`src/rtl/idu_dec_queue_if.sv`:
```
// Handshake bundle for one side of the decoded-instruction queue.
// The producer of an instruction drives valid/payload/pc/old_pc/branch_taken
// and the consumer drives ready.
interface idu_dec_queue_if #(
    parameter int PAYLOAD_W = 128,
    parameter int ADDR_W    = 32
);
    logic                 valid;
    logic                 ready;
    logic [PAYLOAD_W-1:0] payload;
    logic [ADDR_W-1:0]    pc;
    logic [ADDR_W-1:0]    old_pc;
    logic                 branch_taken;

    // Producer side (decode feeding the queue, or the queue feeding EX)
    modport master (
        output valid,
        output payload,
        output pc,
        output old_pc,
        output branch_taken,
        input  ready
    );

    // Consumer side
    modport slave (
        input  valid,
        input  payload,
        input  pc,
        input  old_pc,
        input  branch_taken,
        output ready
    );
endinterface

```
`src/rtl/idu_dec_queue.sv`:
```
// Decoded-instruction queue between decode and EX.
// DEPTH-entry circular FIFO (DEPTH >= 2, any value, not only powers of two).
// The handshake outputs come only from registered state: ready is
// count < DEPTH and valid is count != 0. A full queue does not accept a new
// entry in the same cycle that it pops one. While the queue is empty the
// head data outputs are driven to zero so EX sees a NOP bubble. flush_i
// takes priority over push, pop and stall. stall_i blocks only the dequeue
// side.
module idu_dec_queue #(
    parameter int  PAYLOAD_W = 128,
    parameter int  ADDR_W    = 32,
    parameter int  DEPTH     = 4,
    localparam int CNT_W     = $clog2(DEPTH + 1)
) (
    input  logic                  clk,
    input  logic                  rst_n,
    input  logic                  flush_i,
    input  logic                  stall_i,
    idu_dec_queue_if.slave        in_if,
    idu_dec_queue_if.master       out_if,
    output logic [CNT_W-1:0]      count_o
);

    localparam int                PTR_W    = $clog2(DEPTH);
    localparam logic [PTR_W-1:0]  PTR_LAST = PTR_W'(DEPTH - 1);
    localparam logic [CNT_W-1:0]  CNT_FULL = CNT_W'(DEPTH);

    logic [PAYLOAD_W-1:0] payload_mem [DEPTH];
    logic [ADDR_W-1:0]    pc_mem      [DEPTH];
    logic [ADDR_W-1:0]    old_pc_mem  [DEPTH];
    logic                 bt_mem      [DEPTH];

    logic [PTR_W-1:0]     wr_ptr_q;
    logic [PTR_W-1:0]     rd_ptr_q;
    logic [CNT_W-1:0]     count_q;

    logic                 not_empty;
    logic                 push;
    logic                 pop;

    // Explicit wrap so that depths that are not powers of two work.
    function automatic logic [PTR_W-1:0] ptr_inc(input logic [PTR_W-1:0] p);
        return (p == PTR_LAST) ? '0 : p + 1'b1;
    endfunction

    assign not_empty    = (count_q != '0);
    assign in_if.ready  = (count_q < CNT_FULL);
    assign out_if.valid = not_empty;
    assign push         = in_if.valid & in_if.ready;
    assign pop          = not_empty & out_if.ready & ~stall_i;
    assign count_o      = count_q;

    // Write and read pointers. A flush rewinds both pointers to the start.
    always_ff @(posedge clk or negedge rst_n) begin
        if (!rst_n) begin
            wr_ptr_q <= '0;
            rd_ptr_q <= '0;
        end else if (flush_i) begin
            wr_ptr_q <= '0;
            rd_ptr_q <= '0;
        end else begin
            if (push) begin
                wr_ptr_q <= ptr_inc(wr_ptr_q);
            end
            if (pop) begin
                rd_ptr_q <= ptr_inc(rd_ptr_q);
            end
        end
    end

    // Occupancy. A push and a pop in the same cycle leave it unchanged.
    always_ff @(posedge clk or negedge rst_n) begin
        if (!rst_n) begin
            count_q <= '0;
        end else if (flush_i) begin
            count_q <= '0;
        end else begin
            case ({push, pop})
                2'b10:   count_q <= count_q + 1'b1;
                2'b01:   count_q <= count_q - 1'b1;
                default: count_q <= count_q;
            endcase
        end
    end

    // Entry storage, not reset. A push accepted in a flush cycle is dropped.
    // Writes never target the head slot while it is visible, because a push
    // happens only when the queue is not full.
    always_ff @(posedge clk) begin
        if (push && !flush_i) begin
            payload_mem[wr_ptr_q] <= in_if.payload;
            pc_mem[wr_ptr_q]      <= in_if.pc;
            old_pc_mem[wr_ptr_q]  <= in_if.old_pc;
            bt_mem[wr_ptr_q]      <= in_if.branch_taken;
        end
    end

    // Head data goes to EX directly. An empty queue drives a zero bundle.
    always_comb begin
        out_if.payload      = '0;
        out_if.pc           = '0;
        out_if.old_pc       = '0;
        out_if.branch_taken = 1'b0;
        if (not_empty) begin
            out_if.payload      = payload_mem[rd_ptr_q];
            out_if.pc           = pc_mem[rd_ptr_q];
            out_if.old_pc       = old_pc_mem[rd_ptr_q];
            out_if.branch_taken = bt_mem[rd_ptr_q];
        end
    end

endmodule

```
`src/flat_wrapper.sv`:
```
// flat-port wrapper written by rule: the top's interface ports become plain ports
module idu_dec_queue_flat 
#(
    parameter int  PAYLOAD_W = 128,
    parameter int  ADDR_W    = 32,
    parameter int  DEPTH     = 4,
    localparam int CNT_W     = $clog2(DEPTH + 1)
)
  (clk, rst_n, flush_i, stall_i, count_o, in_if_valid, in_if_payload, in_if_pc, in_if_old_pc, in_if_branch_taken, in_if_ready, out_if_valid, out_if_payload, out_if_pc, out_if_old_pc, out_if_branch_taken, out_if_ready);
  idu_dec_queue_if #(.PAYLOAD_W(PAYLOAD_W), .ADDR_W(ADDR_W)) in_if_i ();
  idu_dec_queue_if #(.PAYLOAD_W(PAYLOAD_W), .ADDR_W(ADDR_W)) out_if_i ();
  input  logic clk;
  input  logic rst_n;
  input  logic flush_i;
  input  logic stall_i;
  output logic [CNT_W-1:0] count_o;
  input wire logic [$bits(in_if_i.valid)-1:0] in_if_valid;
  input wire logic [$bits(in_if_i.payload)-1:0] in_if_payload;
  input wire logic [$bits(in_if_i.pc)-1:0] in_if_pc;
  input wire logic [$bits(in_if_i.old_pc)-1:0] in_if_old_pc;
  input wire logic [$bits(in_if_i.branch_taken)-1:0] in_if_branch_taken;
  output wire logic [$bits(in_if_i.ready)-1:0] in_if_ready;
  output wire logic [$bits(out_if_i.valid)-1:0] out_if_valid;
  output wire logic [$bits(out_if_i.payload)-1:0] out_if_payload;
  output wire logic [$bits(out_if_i.pc)-1:0] out_if_pc;
  output wire logic [$bits(out_if_i.old_pc)-1:0] out_if_old_pc;
  output wire logic [$bits(out_if_i.branch_taken)-1:0] out_if_branch_taken;
  input wire logic [$bits(out_if_i.ready)-1:0] out_if_ready;
  assign in_if_i.valid = in_if_valid;
  assign in_if_i.payload = in_if_payload;
  assign in_if_i.pc = in_if_pc;
  assign in_if_i.old_pc = in_if_old_pc;
  assign in_if_i.branch_taken = in_if_branch_taken;
  assign in_if_ready = in_if_i.ready;
  assign out_if_valid = out_if_i.valid;
  assign out_if_payload = out_if_i.payload;
  assign out_if_pc = out_if_i.pc;
  assign out_if_old_pc = out_if_i.old_pc;
  assign out_if_branch_taken = out_if_i.branch_taken;
  assign out_if_i.ready = out_if_ready;
  idu_dec_queue #(.PAYLOAD_W(PAYLOAD_W), .ADDR_W(ADDR_W), .DEPTH(DEPTH)) u_core (.clk(clk), .rst_n(rst_n), .flush_i(flush_i), .stall_i(stall_i), .in_if(in_if_i), .out_if(out_if_i), .count_o(count_o));
endmodule
```
`config.mk`:
```
export PLATFORM = sky130hd
export DESIGN_NAME = idu_dec_queue_flat
export DESIGN_NICKNAME = d
export VERILOG_FILES = /design/src/rtl/idu_dec_queue_if.sv /design/src/rtl/idu_dec_queue.sv /design/src/flat_wrapper.sv
export SDC_FILE = /design/constraint.sdc
export NUM_CORES = 1
export LEC_CHECK = 0
export BUFFER_PORTS_ARGS = -buffer_cell sky130_fd_sc_hd__buf_2
export CORE_MARGIN = 2
export CORE_UTILIZATION = 52
export DETAILED_ROUTE_END_ITERATION = 10
export HOLD_SLACK_MARGIN = 0.08
export PLACE_DENSITY = 0.74
export SYNTH_ARGS = -nofsm -noshare
export SYNTH_HDL_FRONTEND = slang
export SYNTH_SLANG_ARGS = --single-unit
```
`constraint.sdc`:
```
create_clock -name clk -period 6 [get_ports clk]
set_input_delay 0.9 -clock clk [delete_from_list [all_inputs] [get_ports clk]]
set_output_delay 0.9 -clock clk [all_outputs]
set_load 0.01 [all_outputs]
```
==> results by group, run 1 <==
Run status
  – Status: complete, no violations

GRT
  – First-pass GRT wire length: 89,800 microns
  – Remaining Overflow, GRT: 0
  – Met1 Use GR: 27.9%
  – Total track usage: 20.1%
  – Largest net degree at the start of global routing: 106
  – Global route hottest layer: met2
  – Initial antenna violation count: 23
  – Met2 Use GR: 31.0%
  – Vias in the first global route: 14,741
  – Grt met3 use: 6.17%

Clock tree
  – H-tree Lvls: 3
  – CTS tree: done
  – Root Driver: clkbuf_16
  – Worst skew pair latency: 600 ps
  – Post-CTS Setup Bufs: 0
  – Clk buf depth: 3
  – Post-cts resize count: 0
  – Cts bufs inserted: 77
  – Clock transition at the registers of the reported paths: 60 ps
  – Hold-fix buffers, CTS: 0
  – CTS sink count: 779

Logic synthesis
  – Post-synthesis net count: 1,489
  – Synth Register Bits: 779
  – Mapped Cells: 1,284
  – Register area share after synthesis: 78.7%
  – Dominant cell type by area after synthesis: edfxtp_1
  – Mean area per synthesized cell: 23.1 sq um
  – Post-synthesis cell area: 0.0297 sq mm
  – Top cells by area, synth: edfxtp_1 (78%), mux4_2 (15%), and2_1 (4.2%), buf_6 (0.64%), dfrtp_1 (0.59%)
  – Warnings, synthesis: 0
  – Yosys top cell area share: 78.1%
  – Yosys cell types: 28

Timing
  – Worst Tran Pin Value: 1110 ps
  – Setup TNS: 0 ps
  – Relative slew slack: 25.7%
  – Final period utilization: 65.4%
  – Min cycle time layout: 3930 ps
  – Max frequency: 0.255 GHz
  – Unrepaired setup endpoints after global routing: false
  – Slack of the critical path: 2070 ps
  – Endpoints failing setup: 0
  – Slew Limit Fails: 0
  – Clk_skew: 16.6 ps
  – Hold Vio Cnt, Final: 0

Floorplanning
  – Die Width: 243 microns
  – Top Ports: 397
  – Floorplan core area: 0.0564 sq mm
  – Initial cell density of the core: 52.6%
  – Die height: 243 microns
  – # rows: 87
  – DIE AREA: 0.0590 sq mm

Final layout
  – Fin nets: 1,913
  – Share of cells above drive strength 1: 41.0%
  – Util after Layout: 62.1%
  – Fin cells: 2,532
  – Synth-to-Final Area Change: 17.9%

Place
  – Placer Congestion: 0.762
  – Post-placement cell count: 2,385
  – Post-Place Setup Slack: 2680 ps
  – Dpl hpwl: 33,700 microns
  – I/O Buffers: 396

Power
  – Max VDD drop: 0.000249 V
  – Leak Pwr: 11.9 nW
  – Cell Pwr Density: 342 mW/mm^2

Detailed routing
  – Antenna viol nets, final: 0
  – Final WL: 59,000 microns
  – Initial DRC count: 965
  – DRC errors left: 0
  – Vias/cell: 5.56
  – DRT Pass-1 Iters: 4
  – Post-DR wirelength/cell: 23.3 microns
  – Via count: 14,068

Setup path
  – Reg2Reg Launch Point: u_core.count_o[2]$_DFFE_PN0P_
  – Worst setup path start: u_core.rd_ptr_q[1]$_DFFE_PN0P_
  – Worst Path Required: 5100 ps
  – WP data arrival: 3030 ps
  – Worst Setup End Kind: primary output
  – Setup crit start kind: flop
  – Critical path class: reg2out
  – CP max FO: 69

Min path
  – Hold Path Class: in2async

Job
  – Max Cap Violations: 0
cell families after synthesis:
logic type,count (synthesis),synth area share [%]
flops,779,78.7
simple gates,215,4.48
mux,196,14.8
buf+inv,72,1.48
compound gates,14,0.261
fa+ha+maj,6,0.278
xor+xnor,2,0.0590
through the flow:
stage               hold WS (ps)  power, mW  area, sq um
CTS                          102       12.1        35000
global placement             569       7.37        32500
global route                 122       12.4        35000
floorplan                    542       6.94        29700
finish                       141       12.0        35000
detailed placement           600       7.39        32500
cell usage in the layout (no fill, tap or decap), drive strengths merged, types with 4 or more instances in the layout:
master,n
bufinv,8
nand2,4
mux4,193
inv,7
clkbuf,95
edfxtp,772
ha,5
o21ai,4
clkinv,30
and2,197
nor2,5
a21oi,7
diode,10
buf,413
dfrtp,7
cell usage after synthesis (all sizes together):
| cell | number |
|---|---|
| a31oi | 1 |
| buf | 42 |
| edfxtp | 772 |
| o21bai | 1 |
| dfrtp | 7 |
| a21oi | 7 |
| o21ai | 4 |
| nor2 | 5 |
| nand2 | 4 |
| fa | 1 |
| ha | 5 |
| clkbuf | 26 |
| and2 | 197 |
| or2 | 1 |
| a32oi | 1 |
| nand2b | 2 |
| inv | 4 |
| nor2b | 1 |
| mux4 | 193 |
| mux2 | 2 |
| nand3 | 2 |
| mux2i | 1 |
| or4 | 2 |
| nor4bb | 1 |
| xnor2 | 2 |
critical path, cell delays in order, from the launching register on:
cell	delay, ps
dfrtp_4	1150
buf_12	400
mux4_2	390
and2_1	190
buf_2	140
area by class of cell:
type / count / area [sq um]
sequential: 779 / 23400
clock inverter: 42 / 425
antenna: 10 / 25.0
clock buffer: 95 / 2060
tap: 756 / 946
inverter: 4 / 17.5
multi-input combinational: 433 / 5900
fill: 3924 / 21400
timing repair buffer: 413 / 2260
worst paths after layout:
check                                                 endpoint  slack [ps]  cells after the start
min in group clk                u_core.pc_mem[0][12]$_DFFE_PP_         500                      1
setup / recovery                            out_if_payload[68]        2070                      4
max in group asynchronous       u_core.rd_ptr_q[1]$_DFFE_PN0P_        5650                      1
hold reg to reg                 u_core.wr_ptr_q[1]$_DFFE_PN0P_         600                      2
setup reg to reg           u_core.payload_mem[2][32]$_DFFE_PP_        3320                      4
hold / removal                   u_core.count_o[0]$_DFFE_PN0P_         140                      1
state kept, by name, summed over array words and instances (netlist names):
| signal | flops |
|---|---|
| u_core.rd_ptr_q | 2 |
| u_core.wr_ptr_q | 2 |
| u_core.count_o | 3 |
| u_core.bt_mem | 4 |
| u_core.payload_mem | 512 |
| u_core.old_pc_mem | 128 |
| u_core.pc_mem | 128 |
power breakdown:
part	switching [mW]	internal (mW)
combinational	0.587	0.453
sequential	0.0509	6.17
clock	1.92	2.78
total	2.56	9.41
metal layers:
layer	up-vias	share of wire, %
li1	6125	-
met5	-	0.36
met3	107	7.8
met2	454	48
met1	7352	42
met4	30	2.1
Power figures use the tool's default switching activity.
==> run 2, diff against run 1 <==
--- a/config.mk
+++ b/config.mk
@@ -5,12 +5,13 @@
 export SDC_FILE = /design/constraint.sdc
 export NUM_CORES = 1
 export LEC_CHECK = 0
+export ABC_AREA = 1
 export BUFFER_PORTS_ARGS = -buffer_cell sky130_fd_sc_hd__buf_2
 export CORE_MARGIN = 2
-export CORE_UTILIZATION = 52
+export CORE_UTILIZATION = 58
 export DETAILED_ROUTE_END_ITERATION = 10
 export HOLD_SLACK_MARGIN = 0.08
-export PLACE_DENSITY = 0.74
+export PLACE_DENSITY = 0.78
 export SYNTH_ARGS = -nofsm -noshare
 export SYNTH_HDL_FRONTEND = slang
 export SYNTH_SLANG_ARGS = --single-unit
==> constraint.sdc (replaced) <==
create_clock -name clk -period 4 [get_ports clk]
set_input_delay 0.6 -clock clk [delete_from_list [all_inputs] [get_ports clk]]
set_output_delay 0.6 -clock clk [all_outputs]
set_load 0.01 [all_outputs]
==> run 2 against run 1 <==
Compared with the run above: clock-buffer cell count is 2 lower; area after synthesis is 2.1% higher; critical path type unchanged; final area is 1.0% higher; hold slack better by 60 ps; critical endpoint is now out_if_payload[11]; sequential power is 50% higher; sequential share of layout area is 0.68 points lower.
==> results by group, run 2 <==
Final layout
  – Reg with most FFs: u_core.payload_mem
  – Leading cell type in the layout, fill and taps excluded: nor2_1
  – Commonest cells after routing, fill and taps aside: nor2_1 (776), edfxtp_1 (772), buf_2 (396), o21ai_0 (354), a21oi_1 (194)
  – Finished Cell Area: 0.0354 sq mm (+1.0%)
  – Regs by FF count: u_core.payload_mem (512), u_core.old_pc_mem (128), u_core.pc_mem (128)
  – Share of cells above drive strength 1: 19.9% (-21 points)
  – Max reg flops: 512 (unchanged)
  – Register area: 0.0234 sq mm (about the same)
  – Synth-to-Final Area Change: 16.6%
  – Layout filler cell count: 3,411 (-13%)
  – Util after Layout: 68.6% (+6.6 points)
  – Fin nets: 2,905 (+52%)
  – Area occupied by multi-input gates: 0.00612 sq mm (+3.7%)

Detailed routing
  – Final WL: 71,200 microns (+21%)
  – Initial DRC count: 1,758 (+82%)
  – Post-DR wirelength/cell: 20.6 microns (-11%)
  – Vias/cell: 5.74 (+3.3%)
  – DRC errors left: 0 (unchanged)
  – DRT Pass-1 Iters: 7 (+3)
  – Via count: 19,802 (+41%)
  – Antenna viol nets, final: 0 (unchanged)

Clock tree
  – Post-CTS Setup Bufs: 0 (unchanged)
  – Cts bufs inserted: 76 (-1.3%)
  – CTS tree: done
  – Worst skew pair latency: 610 ps (about the same)
  – H-tree Lvls: 3 (unchanged)
  – Root Driver: clkbuf_16
  – Clock transition at the registers of the reported paths: 60 ps (about the same)
  – Clk buf depth: 3 (unchanged)
  – CTS sink count: 779 (unchanged)
  – Post-cts resize count: 0 (unchanged)

Place
  – Dpl hpwl: 38,400 microns (+14%)
  – Placer Congestion: 0.785 (+3.1%)
  – Placed Area: 0.0329 sq mm (+1.2%)
  – I/O Buffers: 396 (unchanged)

Timing
  – Final period utilization: 91.3%
  – Clk_skew: 18.7 ps (+2.08 ps)
  – Worst Tran Pin Value: 1480 ps (+365 ps)
  – Max frequency: 0.274 GHz
  – Unrepaired setup endpoints after global routing: false
  – Hold Slack: 201 ps (+60.1 ps)
  – Hold Vio Cnt, Final: 0 (unchanged)
  – Min cycle time layout: 3650 ps
  – Slew Limit Fails: 0 (unchanged)
  – Endpoints failing setup: 0 (unchanged)
  – Relative slew slack: 1.42% (-24 points)

Power
  – Cell Pwr Density: 574 mW/mm^2 (+68%)
  – Seq pwr share: 46.1% (-5.9 points)
  – Comb power frac: 19.7% (+11 points)
  – Clock power frac: 34.3% (-5.0 points)
  – Psw: 5.75 mW (+120%)
  – Pint: 14.6 mW (+55%)
  – Max VDD drop: 0.000513 V (+110%)
  – Total Power: 20.3 mW (+70%)
  – Leak Pwr: 12.7 nW (+6.9%)
  – Net Sw Frac: 28.3% (+6.9 points)

Setup path
  – CP top delay family: buffers and inverters
  – Buf/Inv on CP: 2 (unchanged)
  – CP cell instances: buf_4 > nor2_1 > nor2_1 > o21ai_0 > a21oi_1 > buf_2
  – Most common cell on crit path: nor2_1
  – Critical path class: reg2out
  – Worst Path Required: 3400 ps (-1700 ps)
  – WP data arrival: 3050 ps (+20 ps)
  – Slowest-stage cell, CP: dfrtp_4
  – CP max FO: 73 (+5.8%)
  – Slowest stage delay, CP: 800 ps (-350 ps)
  – Worst Setup End Kind: primary output
  – Setup crit start kind: flop

GRT
  – Vias in the first global route: 19,605 (+33%)
  – Largest net degree at the start of global routing: 195 (+84%)
  – First-pass GRT wire length: 106,000 microns (+18%)
  – Total track usage: 25.6% (+5.6 points)
  – Remaining Overflow, GRT: 0 (unchanged)
  – Initial antenna violation count: 26 (+13%)

Logic synthesis
  – Most frequent cell after synthesis: nor2_1
  – Synth Register Bits: 779 (unchanged)
  – Top cells by area, synth: edfxtp_1 (76%), nor2_1 (9.7%), o21ai_0 (5.8%), a21oi_1 (3.2%), buf_2 (1.2%)
  – Post-synth EDFFs: 772 (unchanged)
  – Register area share after synthesis: 77.0% (-1.7 points)
  – Yosys cell types: 22 (-21%)
  – Synth async-reset ratio: 0.899% (unchanged)
  – Post-synthesis net count: 2,549 (+71%)
  – Warnings, synthesis: 0 (unchanged)
  – Post-synthesis cell area: 0.0303 sq mm (+2.1%)
  – Mapped Cells: 2,344 (+83%)
  – Dominant cell type by area after synthesis: edfxtp_1
  – Post-synth top flop: edfxtp_1
  – Yosys top cell area share: 76.5% (-1.6 points)
  – Commonest cells in the netlist: nor2_1 (780), edfxtp_1 (772), o21ai_0 (354)
  – Mean area per synthesized cell: 12.9 sq um (-44%)

Floorplanning
  – Die height: 233 microns (-4.2%)
  – Floorplan core area: 0.0515 sq mm (-8.6%)
  – Top Ports: 397 (unchanged)
  – # rows: 83 (-4.6%)
  – DIE AREA: 0.0541 sq mm (-8.3%)
  – Die Width: 233 microns (-4.2%)
  – Initial cell density of the core: 58.9% (+6.2 points)

Job
  – Max Cap Violations: 0 (unchanged)

Min path
  – Hold Path Class: in2reg

Run status
  – Status: complete, no violations
run 2: power by group through the flow:
| stage | logic, mW | registers (mW) | clock network (mW) |
|---|---|---|---|
| finish | 3.99 | 9.35 | 6.96 |
| detailed placement | 3.93 | 9.52 | 0 |
| CTS | 3.98 | 9.34 | 7.04 |
| global route | 4.38 | 9.36 | 7.36 |
| global placement | 3.81 | 9.50 | 0 |
| floorplan | 2.51 | 9.49 | 0 |
run 2: stage by stage:
stage          setup slack [ps]  setup TNS (ps)  instances
2_1_floorplan             -77.9          -50250       2344
4_1_cts                     361               0       3435
5_1_grt                     148               0       3448
6_report                    347               0       3451
3_5_place_dp               1100               0       3301
3_3_place_gp               1160               0       3301
run 2: cell families after synthesis:
group	Yosys count	share of synthesized area, %
AOI/OAI and AO/OA	583	9.62
DFF	779	77.0
adders and majority gates	6	0.272
buffers and inverters	166	3.00
and+or+nand+nor	810	10.1
run 2: cell type report:
type | instances | area share [%]
tap | 680 | 2.41
clock inverter | 40 | 1.11
sequential | 779 | 66.1
timing repair buffer | 427 | 6.98
multi-input combinational | 1399 | 17.3
antenna | 16 | 0.113
clock buffer | 93 | 5.74
inverter | 17 | 0.262
run 2: layer usage:
layer  GRT usage [%]  part of all wire (%)  vias to the layer above
met1            32.6                    38                     9632
met2            42.4                    50                      906
met3            6.32                   8.7                      164
met5               0                  0.23                        -
li1                -                     -                     9076
met4            10.7                   3.2                       24
run 2: final timing paths:
kind / from / to / slack, ps / depth (start not counted)
setup / recovery: u_core.rd_ptr_q[0]$_DFFE_PN0P_ / out_if_payload[11] / 350 / 6
hold / removal: in_if_payload[51] / u_core.payload_mem[2][51]$_DFFE_PP_ / 200 / 1
setup reg to reg: u_core.count_o[2]$_DFFE_PN0P_ / u_core.payload_mem[0][100]$_DFFE_PP_ / 1740 / 6
hold reg to reg: u_core.wr_ptr_q[1]$_DFFE_PN0P_ / u_core.wr_ptr_q[1]$_DFFE_PN0P_ / 540 / 2
max in group asynchronous: rst_n / u_core.rd_ptr_q[1]$_DFFE_PN0P_ / 3450 / 2
min in group asynchronous: rst_n / u_core.count_o[0]$_DFFE_PN0P_ / 370 / 2
run 2: timing repair:
item | in CTS | in global routing
hold buffers | 1 | 0
endpoints found under the hold margin | 7 | 0
endpoints found under the setup margin | 0 | 0
==> run 3, diff against run 2 <==
--- a/config.mk
+++ b/config.mk
@@ -5,13 +5,12 @@
 export SDC_FILE = /design/constraint.sdc
 export NUM_CORES = 1
 export LEC_CHECK = 0
-export ABC_AREA = 1
 export BUFFER_PORTS_ARGS = -buffer_cell sky130_fd_sc_hd__buf_2
 export CORE_MARGIN = 2
-export CORE_UTILIZATION = 58
+export CORE_UTILIZATION = 57
 export DETAILED_ROUTE_END_ITERATION = 10
 export HOLD_SLACK_MARGIN = 0.08
-export PLACE_DENSITY = 0.78
+export PLACE_DENSITY = 0.77
 export SYNTH_ARGS = -nofsm -noshare
 export SYNTH_HDL_FRONTEND = slang
 export SYNTH_SLANG_ARGS = --single-unit
==> run 3 against run 2 <==
Compared with the run above: clock power barely moved; global-route usage fell by 3.2 points; via count shrank 28%; combinational power fell by 60%; final area shrank 0.71%; power down 12%; die area fell by 0.38%; first-iteration DRC count is 43% lower; register-to-register slack got worse by 240 ps; hold slack gained 7.1 ps; largest cell class unchanged.
==> results by group, run 3 (synthesis results as in run 1) <==
Run status
  – Status: complete, no violations

Final layout
  – Area occupied by multi-input gates: 0.00590 sq mm (-3.6%)
  – Finished Cell Area: 0.0351 sq mm (-0.71%)
  – Reg with most FFs: u_core.payload_mem
  – Util after Layout: 68.3% (-0.35 points)
  – Fin cells: 2,473 (-28%)
  – Share of cells above drive strength 1: 41.3% (+21 points)
  – Register area: 0.0234 sq mm (about the same)
  – Commonest cells after routing, fill and taps aside: edfxtp_1 (772), buf_2 (396), mux4_2 (193), and2_1 (193), clkbuf_16 (80)
  – Fin nets: 1,930 (-34%)
  – Leading cell type in the layout, fill and taps excluded: edfxtp_1
  – Layout filler cell count: 3,218 (-5.7%)
  – Synth-to-Final Area Change: 18.3%
  – Max reg flops: 512 (unchanged)
  – Regs by FF count: u_core.payload_mem (512), u_core.old_pc_mem (128), u_core.pc_mem (128)

Clock tree
  – Post-cts resize count: 0 (unchanged)
  – Root Driver: clkbuf_16
  – Hold-fix buffers, CTS: 1 (unchanged)
  – Worst skew pair latency: 600 ps (about the same)
  – H-tree Lvls: 3 (unchanged)
  – CTS tree: done
  – Clk buf depth: 3 (unchanged)
  – Cts bufs inserted: 77 (+1.3%)
  – CTS sink count: 779 (unchanged)
  – Post-CTS Setup Bufs: 0 (unchanged)
  – Clock transition at the registers of the reported paths: 60 ps (about the same)

Detailed routing
  – Antenna viol nets, final: 0 (unchanged)
  – Final WL: 60,200 microns (-16%)
  – DRT Pass-1 Iters: 5 (-2)
  – Initial DRC count: 1,009 (-43%)
  – DRC errors left: 0 (unchanged)
  – Via count: 14,200 (-28%)
  – Post-DR wirelength/cell: 24.3 microns (+18%)
  – Vias/cell: 5.74 (about the same)

Floorplanning
  – Floorplan core area: 0.0514 sq mm (-0.20%)
  – Die height: 232 microns (-0.19%)
  – Top Ports: 397 (unchanged)
  – DIE AREA: 0.0539 sq mm (-0.38%)
  – # rows: 83 (unchanged)
  – Initial cell density of the core: 57.7% (-1.1 points)
  – Die Width: 232 microns (-0.19%)

Timing
  – Clk_skew: 17.4 ps (-1.23 ps)
  – Slack of the critical path: 415 ps (+68.5 ps)
  – Final period utilization: 89.6% (-1.7 points)
  – Min cycle time layout: 3580 ps (-68.5 ps)
  – Hold Slack: 208 ps (+7.11 ps)
  – Slew Limit Fails: 0 (unchanged)
  – Setup TNS: 0 ps (unchanged)
  – Max frequency: 0.279 GHz (+1.9%)
  – Relative slew slack: 36.9% (+35 points)
  – Unrepaired setup endpoints after global routing: false
  – Endpoints failing setup: 0 (unchanged)
  – Worst Tran Pin Value: 947 ps (-532 ps)
  – Hold Vio Cnt, Final: 0 (unchanged)

GRT
  – Remaining Overflow, GRT: 0 (unchanged)
  – First-pass GRT wire length: 89,200 microns (-16%)
  – Largest net degree at the start of global routing: 123 (-37%)
  – Initial antenna violation count: 22 (-15%)
  – Total track usage: 22.5% (-3.2 points)
  – Vias in the first global route: 14,842 (-24%)

Power
  – Total Power: 17.9 mW (-12%)
  – Net Sw Frac: 21.5% (-6.8 points)
  – Cell Pwr Density: 509 mW/mm^2 (-11%)
  – Leak Pwr: 12.0 nW (-5.7%)
  – Seq pwr share: 52.3% (+6.2 points)
  – Pint: 14.0 mW (-3.6%)
  – Clock power frac: 38.8% (+4.5 points)
  – Comb power frac: 9.0% (-11 points)
  – Psw: 3.84 mW (-33%)
  – Max VDD drop: 0.000440 V (-14%)

Place
  – Placer Congestion: 0.760 (-3.2%)
  – Placed Area: 0.0326 sq mm (-0.76%)
  – I/O Buffers: 396 (unchanged)
  – Dpl hpwl: 35,900 microns (-6.6%)
  – Post-Place Setup Slack: 983 ps (-116 ps)
  – Post-placement cell count: 2,325 (-30%)

Setup path
  – Worst r2r path cells: 4 (-2)
  – CP max FO: 41 (-44%)
  – Worst Setup End Kind: primary output
  – Setup crit start kind: flop
  – Critical path class: reg2out
  – Slowest-stage cell, CP: dfrtp_4
  – Worst Path Required: 3400 ps (about the same)
  – Slowest stage delay, CP: 1040 ps (+240 ps)
  – CP cell instances: buf_4 > mux4_2 > and2_1 > buf_2
  – WP data arrival: 2980 ps (-70 ps)

Min path
  – Hold Crit Depth: 1 (unchanged)
  – Hold Path Class: in2reg

Job
  – Max Cap Violations: 0 (unchanged)
-- run 3: changes by cell type in the layout (fill, tap and decap cells not counted), moves of 4 or more --
cell | previous run | this run
nor2_1 | 776 | 4
nand2_1 | 21 | 4
and2_1 | 0 | 193
clkbuf_1 | 14 | 22
mux4_2 | 0 | 193
and2_4 | 0 | 4
a21oi_1 | 194 | 7
diode_2 | 16 | 7
o21ai_0 | 354 | 4
nor2_4 | 4 | 0
o21ai_1 | 35 | 0
inv_1 | 11 | 3
-- run 3: power by group through the flow --
stage	clock (mW)	sequential (mW)	combinational (mW)
final	6.93	9.34	1.60
after global routing	7.38	9.35	1.73
after CTS	7.08	9.34	1.63
after detailed placement	0	9.51	1.62
after global placement	0	9.49	1.59
after floorplan	0	9.49	0.912
-- run 3: layout make-up --
cell class / count / share of cell area, %
diodes: 7 / 0.0499
clock buffers: 102 / 5.94
clock inverters: 38 / 1.01
inverters: 4 / 0.0499
multi-input cells: 433 / 16.8
flip-flops and latches: 779 / 66.6
well taps: 680 / 2.42
repair buffers: 430 / 7.16
-- run 3: path summary, 6_finish.rpt --
path                                                 from                                   end  slack [ps]
max                        u_core.rd_ptr_q[0]$_DFFE_PN0P_                   out_if_payload[123]         420
min                                    in_if_payload[126]  u_core.payload_mem[2][126]$_DFFE_PP_         210
max reg2reg                 u_core.count_o[2]$_DFFE_PN0P_   u_core.payload_mem[3][31]$_DFFE_PP_        1500
min reg2reg                u_core.wr_ptr_q[1]$_DFFE_PN0P_        u_core.wr_ptr_q[1]$_DFFE_PN0P_         590
max in group asynchronous                           rst_n        u_core.rd_ptr_q[1]$_DFFE_PN0P_        3400
min in group asynchronous                           rst_n        u_core.rd_ptr_q[0]$_DFFE_PN0P_         430
-- run 3: worst max-delay path, delay by kind of cell (launching register included) --
family / cells / cell delay (ps)
buf+inv: 2 / 580
flops: 1 / 1040
mux: 1 / 570
simple gates: 1 / 180
-- run 3: routing by layer --
layer | vias to the layer above | track usage [%] | routed length (microns) | part of all wire (%)
met3 | 119 | 7.38 | 5280 | 8.8
met2 | 530 | 36.6 | 30600 | 51
met5 | - | 0 | 179 | 0.30
met4 | 28 | 6.21 | 1280 | 2.1
li1 | 6171 | - | - | -
met1 | 7352 | 29.3 | 22800 | 38
